<file path="src/rtl/sparse_mac_pe.sv">
// Sparse MAC processing element: intersects a compressed IA fibre with a compressed
// weight fibre by channel index and accumulates matching products into N_OUT sums.
//
// state | meaning
// IDLE  | buffers writable, waiting for i_start
// MERGE | two-pointer compare, one step per cycle; matches feed stage 2
// FLUSH | one cycle for the last stage-2 write to retire
// DRAIN | stream acc[0..N_OUT-1] over valid/ready
module sparse_mac_pe #(
  parameter int DATA_W  = 16,
  parameter int CIDX_W  = 5,
  parameter int N_OUT   = 16,
  parameter int ACC_W   = 40,
  parameter int MAX_LEN = 64,
  localparam int LEN_W  = $clog2(MAX_LEN + 1),
  localparam int ADDR_W = $clog2(MAX_LEN),
  localparam int KIDX_W = $clog2(N_OUT)
) (
  input  logic                     i_clk,
  input  logic                     i_rst_n,
  input  logic                     i_ia_wr_en,
  input  logic [ADDR_W-1:0]        i_ia_wr_addr,
  input  logic signed [DATA_W-1:0] i_ia_wr_data,
  input  logic [CIDX_W-1:0]        i_ia_wr_cidx,
  input  logic                     i_w_wr_en,
  input  logic [ADDR_W-1:0]        i_w_wr_addr,
  input  logic signed [DATA_W-1:0] i_w_wr_data,
  input  logic [CIDX_W-1:0]        i_w_wr_cidx,
  input  logic [KIDX_W-1:0]        i_w_wr_kidx,
  input  logic [LEN_W-1:0]         i_ia_len,
  input  logic [LEN_W-1:0]         i_w_len,
  input  logic                     i_acc_clear,
  input  logic                     i_start,
  output logic                     o_busy,
  output logic                     o_out_valid,
  output logic [ACC_W-1:0]         o_out_data,
  output logic [KIDX_W-1:0]        o_out_idx,
  input  logic                     i_out_ready,
  output logic                     o_finish,
  output logic [LEN_W:0]           o_mac_count
);

  localparam int PROD_W = 2 * DATA_W;
  localparam logic [ADDR_W:0]   MAX_ADDR = (ADDR_W + 1)'(MAX_LEN);
  localparam logic [LEN_W-1:0]  MAX_L    = LEN_W'(MAX_LEN);
  localparam logic [KIDX_W-1:0] LAST_K   = KIDX_W'(N_OUT - 1);
  localparam logic signed [ACC_W-1:0] ACC_MAX = {1'b0, {(ACC_W-1){1'b1}}};
  localparam logic signed [ACC_W-1:0] ACC_MIN = {1'b1, {(ACC_W-1){1'b0}}};

  typedef enum logic [1:0] {IDLE, MERGE, FLUSH, DRAIN} state_t;
  state_t state_q, state_d;

  logic signed [DATA_W-1:0] ia_d [MAX_LEN];
  logic [CIDX_W-1:0]        ia_c [MAX_LEN];
  logic signed [DATA_W-1:0] w_d  [MAX_LEN];
  logic [CIDX_W-1:0]        w_c  [MAX_LEN];
  logic [KIDX_W-1:0]        w_k  [MAX_LEN];
  logic signed [ACC_W-1:0]  acc  [N_OUT];

  logic [LEN_W-1:0]         ia_len_q, w_len_q, i_q, j_q;
  logic [LEN_W:0]           mac_q;
  logic                     s2_valid_q, finish_q;
  logic signed [PROD_W-1:0] prod_q;
  logic [KIDX_W-1:0]        k_q, idx_q;

  logic                     merge_done, start_ok;
  logic [CIDX_W-1:0]        ia_c_cur, w_c_cur;
  logic signed [DATA_W-1:0] ia_d_cur, w_d_cur;
  logic signed [ACC_W:0]    sum;
  logic signed [ACC_W-1:0]  sum_sat;

  assign start_ok   = (state_q == IDLE) && i_start;
  assign merge_done = (i_q >= ia_len_q) || (j_q >= w_len_q);
  assign ia_c_cur   = ia_c[i_q[ADDR_W-1:0]];
  assign ia_d_cur   = ia_d[i_q[ADDR_W-1:0]];
  assign w_c_cur    = w_c[j_q[ADDR_W-1:0]];
  assign w_d_cur    = w_d[j_q[ADDR_W-1:0]];

  // Buffers are plain registers; contents are not reset.
  always_ff @(posedge i_clk) begin
    if (state_q == IDLE && i_ia_wr_en && ({1'b0, i_ia_wr_addr} < MAX_ADDR)) begin
      ia_d[i_ia_wr_addr] <= i_ia_wr_data;
      ia_c[i_ia_wr_addr] <= i_ia_wr_cidx;
    end
    if (state_q == IDLE && i_w_wr_en && ({1'b0, i_w_wr_addr} < MAX_ADDR)) begin
      w_d[i_w_wr_addr] <= i_w_wr_data;
      w_c[i_w_wr_addr] <= i_w_wr_cidx;
      w_k[i_w_wr_addr] <= i_w_wr_kidx;
    end
  end

  always_ff @(posedge i_clk or negedge i_rst_n) begin
    if (!i_rst_n) state_q <= IDLE;
    else          state_q <= state_d;
  end

  always_comb begin
    state_d = state_q;
    case (state_q)
      IDLE:    if (i_start) state_d = MERGE;
      MERGE:   if (merge_done) state_d = FLUSH;
      FLUSH:   state_d = DRAIN;
      DRAIN:   if (i_out_ready && idx_q == LAST_K) state_d = IDLE;
      default: state_d = IDLE;
    endcase
  end

  always_ff @(posedge i_clk or negedge i_rst_n) begin
    if (!i_rst_n) begin
      ia_len_q   <= '0;
      w_len_q    <= '0;
      i_q        <= '0;
      j_q        <= '0;
      mac_q      <= '0;
      s2_valid_q <= 1'b0;
      prod_q     <= '0;
      k_q        <= '0;
      idx_q      <= '0;
      finish_q   <= 1'b0;
    end else begin
      finish_q   <= 1'b0;
      s2_valid_q <= 1'b0;
      case (state_q)
        IDLE: if (i_start) begin
          ia_len_q <= (i_ia_len > MAX_L) ? MAX_L : i_ia_len;
          w_len_q  <= (i_w_len > MAX_L) ? MAX_L : i_w_len;
          i_q      <= '0;
          j_q      <= '0;
          mac_q    <= '0;
        end
        MERGE: if (!merge_done) begin
          if (ia_c_cur < w_c_cur) begin
            i_q <= i_q + 1'b1;
          end else if (ia_c_cur > w_c_cur) begin
            j_q <= j_q + 1'b1;
          end else begin
            // IA stays put on a match so later weights on the same channel still hit it.
            prod_q     <= PROD_W'(ia_d_cur) * PROD_W'(w_d_cur);
            k_q        <= w_k[j_q[ADDR_W-1:0]];
            s2_valid_q <= 1'b1;
            j_q        <= j_q + 1'b1;
            mac_q      <= mac_q + 1'b1;
          end
        end
        FLUSH: idx_q <= '0;
        DRAIN: if (i_out_ready) begin
          if (idx_q == LAST_K) finish_q <= 1'b1;
          else                 idx_q    <= idx_q + 1'b1;
        end
        default: ;
      endcase
    end
  end

  // One guard bit is enough to detect overflow of a single add.
  always_comb begin
    sum     = {acc[k_q][ACC_W-1], acc[k_q]}
            + {{(ACC_W + 1 - PROD_W){prod_q[PROD_W-1]}}, prod_q};
    sum_sat = sum[ACC_W-1:0];
    if (sum[ACC_W] != sum[ACC_W-1]) sum_sat = sum[ACC_W] ? ACC_MIN : ACC_MAX;
  end

  always_ff @(posedge i_clk or negedge i_rst_n) begin
    if (!i_rst_n) begin
      for (int n = 0; n < N_OUT; n++) acc[n] <= '0;
    end else if (start_ok && i_acc_clear) begin
      for (int n = 0; n < N_OUT; n++) acc[n] <= '0;
    end else if (s2_valid_q) begin
      acc[k_q] <= sum_sat;
    end
  end

  assign o_busy      = (state_q != IDLE);
  assign o_out_valid = (state_q == DRAIN);
  assign o_out_data  = (state_q == DRAIN) ? acc[idx_q] : '0;
  assign o_out_idx   = (state_q == DRAIN) ? idx_q : '0;
  assign o_finish    = finish_q;
  assign o_mac_count = mac_q;

endmodule

</file>
<file path="config.mk">
export PLATFORM = sky130hd
export DESIGN_NAME = sparse_mac_pe
export DESIGN_NICKNAME = d
export VERILOG_FILES = /design/src/rtl/sparse_mac_pe.sv
export SDC_FILE = /design/constraint.sdc
export NUM_CORES = 2
export LEC_CHECK = 0
export BUFFER_PORTS_ARGS = -buffer_cell sky130_fd_sc_hd__buf_2
export CAP_MARGIN = 10
export CORE_MARGIN = 4
export CORE_UTILIZATION = 48
export CTS_CLUSTER_DIAMETER = 200
export DETAILED_ROUTE_END_ITERATION = 8
export SYNTH_ARGS = -nofsm -noshare
export SYNTH_HDL_FRONTEND = slang
export SYNTH_SLANG_ARGS = --single-unit
</file>
<file path="constraint.sdc">
create_clock -name i_clk -period 10.45 [get_ports i_clk]
set_input_delay 0.5225 -clock i_clk [delete_from_list [all_inputs] [get_ports i_clk]]
set_output_delay 0.5225 -clock i_clk [all_outputs]
set_load 0.005 [all_outputs]
</file>
# After elaboration in Yosys (flattened, before gate mapping)
# Memory sizes are Yosys's and may differ from the RTL's. A register that Yosys moved wholly into a read port is not among the register bits.
# Cells that the tools add are included.
[word_totals]
in_bits = 79
latchBits = 0
reg_bits = 716
romBits = 0
mem_count = 5
ram_bits = 2944
out_inout_bits = 55
word_cells = 132
[memory_table]
columns = ["memory", "depth", "word_bits", "read_ports", "rd_clocked_by_memory_dff", "write_ports", "line_no", "text"]
rows = [
  ["ia_d", 64, 16, 1, 0, 1, "53", "logic signed [DATA_W-1:0] ia_d [MAX_LEN];"],
  ["w_d", 64, 16, 1, 0, 1, "55", "logic signed [DATA_W-1:0] w_d [MAX_LEN];"],
  ["ia_c", 64, 5, 1, 0, 1, "54", "logic [CIDX_W-1:0] ia_c [MAX_LEN];"],
  ["w_c", 64, 5, 1, 0, 1, "56", "logic [CIDX_W-1:0] w_c [MAX_LEN];"],
  ["w_k", 64, 4, 1, 1, 1, "57", "logic [KIDX_W-1:0] w_k [MAX_LEN];"],
]
[op_classes]
mul = 1
eq_ne = 14
addsub = 5
reduce_logical = 20
magnitude_cmp = 9
shifts = 0
bitwise = 5
div = 0
n_mux = 47
[op_table]
columns = ["operator", "count"]
rows = [
  ["$mux 640", 2],
  ["$bwmux 640", 1],
  ["$bmux 40 s4", 2],
  ["$mux 40", 8],
  ["$demux 40 s4", 1],
  ["$mux 7", 7],
  ["$add 40x32->41", 1],
  ["$mul 16x16->32", 1],
  ["$mux 8", 4],
  ["$pmux 7 s2", 2],
  ["$pmux 8 s2", 1],
  ["$add 7x1->7 const B", 2],
  ["$ge 7x7->1", 2],
  ["$gt 7x7->1 const B", 2],
  ["$ne 2x2->1 const B", 7],
  ["$mux 4", 3],
  ["$reduce_and 4->1", 3],
  ["$mux 1", 11],
  ["$ge 5x5->1 const B", 2],
  ["$not 4->5", 2],
  ["$add 8x1->8 const B", 1],
  ["$pmux 2 s4", 1],
  ["$pmux 4 s2", 1],
  ["$reduce_bool 2->1", 4],
  ["18 further kinds", 30],
]

# Logic depth before layout (Yosys ltp)
[depth]
depth_word = 10
mapped_depth = 33

# Worst setup path after synthesis
# OpenSTA, ideal clock, no wires.
[synth_path]
path_type = "flip-flop to flip-flop"
start = "reg j_q[1]"
end = "reg prod_q[29]"
period_less_slack_ps = 8188
path_stages_with_launch = 32
path_buffers = 5
arrival_ps = 8053
setup_time_ps = 135
slack_ps = 2262
path_cell_list = "dfrtp_1 -> clkbuf_1 -> clkbuf_1 -> clkbuf_1 -> clkbuf_1 -> mux4_2 -> mux4_2 -> mux2i_1 -> nand2_1 -> o21ai_1 -> buf_2 -> nor2_1 -> fa_1 -> inv_1 -> fa_1 -> fa_1 -> inv_1 -> fa_1 -> fa_1 -> inv_1 -> fa_1 -> inv_1 -> ha_1 -> a211o_1 -> a21oi_1 -> nand2_1 -> o211ai_1 -> o21ai_0 -> or3_1 -> a31oi_1 -> xor2_1 -> o21ai_0"
[synth_between]
elab_chain_cells = 4
elab_cells_between_ends = 11
[synth_lines]
columns = ["element", "line_no", "text"]
rows = [
  ["from (decl)", "60", "logic [LEN_W-1:0] ia_len_q, w_len_q, i_q, j_q;"],
  ["from (signal assigned)", "135", "j_q <= j_q + 1'b1;"],
  ["from (signal assigned)", "141", "j_q <= j_q + 1'b1;"],
  ["parallel branches: the longest is 4 deep, another holds $mul 16x16->32", "--", ""],
  ["to (signal assigned)", "138", "prod_q <= PROD_W'(ia_d_cur) * PROD_W'(w_d_cur);"],
  ["to (decl)", "63", "logic signed [PROD_W-1:0] prod_q;"],
]
# Several ways; the timed one is not identified.
# A chain may end at the register's enable or synchronous reset.

# Final worst setup path
[layout_path]
start = "reg i_q[1]"
end = "reg prod_q[29]"
[layout_between]
elab_chain_cells = 4
elab_cells_between_ends = 11
[layout_lines]
columns = ["element", "line_no", "text"]
rows = [
  ["from (decl)", "60", ""],
  ["from (signal assigned)", "133", "i_q <= i_q + 1'b1;"],
  ["parallel branches: the longest is 4 deep, another holds $mul 16x16->32", "--", ""],
]
# Several ways; the timed one is not identified.

==> impl_results.md <==
- Initial core utilization: 48.2%
- Routed len/inst: 34.7 um
- Slew margin rel.: 13.1%
- Total negative slack: 0 ps
- Critical Path Source Type: register
- Total number of yosys warnings: 0
- Max Clock Skew: 85.7 ps
- Standard-cell rows: 213
- Top Ports: 134
- Fin crit share: 89.5%
- Die area: 347000 um^2
- Crit path kind: reg2reg
- Layout Cells excl Fill: 13569
- Worst-Margin Slew: 1300 ps
- Final hold vios: 0
- DP HPWL: 271000 um
- Pre-Repair DR Iteration Count: 7
- Clock transition at the registers of the reported paths: 60 ps
- Final instance area: 182000 um^2
- Synth area leader: edfxtp_1
- CP required: 11220 ps
- Core Region: 336000 um^2
- Cell count after synthesis: 8444
- RSZ-0062 raised after global routing: no
- Syn Area/Cell: 19.2 um^2
- Filler Cells Inserted: 26046
- Largest net degree at the start of global routing: 145
- PortBufs: 133
- F_max: 107 MHz
- Synthesized area: 162000 um^2
- Placed Cells: 12825
- Sequential cell area fraction in the yosys report: 65.7%
- Dominant synthesized flop cell: edfxtp_1
- FF-to-FF path depth: 28
- Die H: 589 um
- Vias per cell: 6.55
- CP Max Fanout: 57
- Final setup viols: 0
- Layer with the highest usage: met2
- Number of max-cap violations: 0
- CTS Buf Count: 382
- Worst reg-to-reg setup slack: 1090 ps
- Post-synth EDFFs: 2944
- Clock Root Buffer: clkbuf_16
- Most common cell after layout, fill and taps aside: edfxtp_1
- Antenna violations before repair: 32
- Final Max Slew Viols: 0
- CTS tree: built
- Initial DRC count: 10832
- CP most frequent cell: fa_1
- Status: complete, no violations
- Met3 usage: 5.43%
- Commonest non-fill, non-tap cells in the layout: edfxtp_1, mux4_2, dfrtp_1, a221o_1, clkbuf_16
- Placed Area: 169000 um^2
- GR Overflow Total: 0
- PostCTS Resize Cnt: 0
- DR vias: 88849
- Vias in the first global route: 91179
- Core Util, Final: 54.1%
- CP max stage delay: 950 ps
- Synth-to-Final Area Change: 12.3%
- Total routed wirelength: 471000 um
- First-pass GRT wire length: 676000 um
- Layout cells sized above 1: 29.0%
- Clk sinks: 3664
- Yosys cell types: 80
- Fin nets: 9216
- Syn nets: 8935
- H-tree depth: 5
- Async set or reset register ratio after synthesis: 19.7%
- Ranking of synthesized cells by area: edfxtp_1, mux4_2, dfrtp_1
- Worst min path class: in2reg
- DRT antenna net count: 0
- Critical path's slowest cell: dfrtp_4
- # DRC: 0
- GR Layer Usage met2: 42.2%
- Chip Width: 589 um
- Arrival time worst endpoint: 10130 ps
- Crit. End Element: register
- Synth top area share: 54.6%
- CTS Buffer Depth: 4
- Yosys reg bits: 3664
- Min cycle time layout: 9360 ps
- Worst skew pair latency: 980 ps
- Worst hold path stage count: 1
- Met1 GRT Util: 38.0%
- Routability cong.: 0.932
- GRT Overall Usage: 27.0%
## cell type report
type | instances | area, um^2 | area share, %
clock buffer | 514 | 10400 | 5.71
antenna | 22 | 55.1 | 0.0303
sequential | 3664 | 106000 | 58.6
tap | 4515 | 5650 | 3.11
clock inverter | 177 | 1680 | 0.924
multi-input combinational | 3844 | 52400 | 28.8
timing repair buffer | 499 | 3930 | 2.16
inverter | 334 | 1250 | 0.689
## Yosys cell counts, types with 8 or more instances
cell type	n
o21a_1	12
nand2_1	309
a31oi_1	8
a21oi_1	92
nand2b_1	52
nor2_8	14
nand3_1	36
edfxtp_1	2944
buf_2	150
o211ai_1	9
a211oi_1	14
buf_4	12
nor2_2	13
fa_1	263
clkbuf_1	338
xnor2_1	46
a21o_1	32
o21bai_1	9
and3_1	15
xor2_1	39
o21ai_0	159
and2_1	52
nand4_1	16
nor2b_1	23
or2_2	15
nor2_1	354
inv_1	333
a221o_1	561
a22o_1	33
mux2i_1	29
dfrtp_1	720
ha_1	149
mux4_2	1339
buf_1	58
o21ai_1	17
buf_6	41
mux2_2	31
nor3_1	18
## stage by stage
| stage | worst slack [ps] | hold WS [ps] |
|---|---|---|
| 2_1_floorplan | 2260 | 227 |
| 3_3_place_gp | 1170 | 469 |
| 3_5_place_dp | 1110 | 473 |
| 4_1_cts | 1050 | 82.0 |
| 5_1_grt | 356 | 7.60 |
| 6_report | 1090 | 34.9 |
## routing by layer
metal | wire length [um] | vias to the layer above
met5 | 94 | -
met4 | 20200 | 14
met3 | 43500 | 1106
met2 | 223000 | 4731
met1 | 185000 | 47850
li1 | - | 35148
## cells by family after synthesis
logic type / count (synthesis) / synth area share (%)
compound gates: 992 / 5.12
xor+xnor: 85 / 0.460
fa+ha+maj: 412 / 4.40
buf+inv: 936 / 2.52
flops: 3664 / 65.7
mux: 1399 / 19.0
simple gates: 956 / 2.79
## critical path, delay by kind of cell (launching register included)
kind	cells	cell delay, ps
adders and majority gates	7	3240
and+or+nand+nor	4	800
muxes	3	1180
buffers and inverters	6	1000
DFF	1	950
xor gates and xnor gates	1	150
AOI/OAI and AO/OA	7	1750
## final timing paths
check | startpoint | to
setup / recovery | i_q[1] | prod_q[29]
hold / removal | i_w_wr_data[15] | w_d[20][15]
setup reg to reg | i_q[1] | prod_q[29]
hold reg to reg | ia_len_q[3] | ia_len_q[3]
max in group asynchronous | i_rst_n | i_q[2]
min in group asynchronous | i_rst_n | acc[338]
## registers in the layout (all words and copies together), names as in the netlist, 7 cells and up
name         flops
w_c            320
ia_c           320
w_k            256
ia_len_q         7
j_q              7
prod_q          32
w_d           1024
w_len_q          7
i_q              7
ia_d          1024
o_mac_count      8
acc            640
## timing repair
action,CTS,global route
buffers inserted,0,0
setup endpoints to repair,0,0
hold buffers,21,1
hold endpoints to repair,155,15
Power is not shown: default switching activity piles up to over one toggle a cycle in this logic, so the estimate is an artifact.
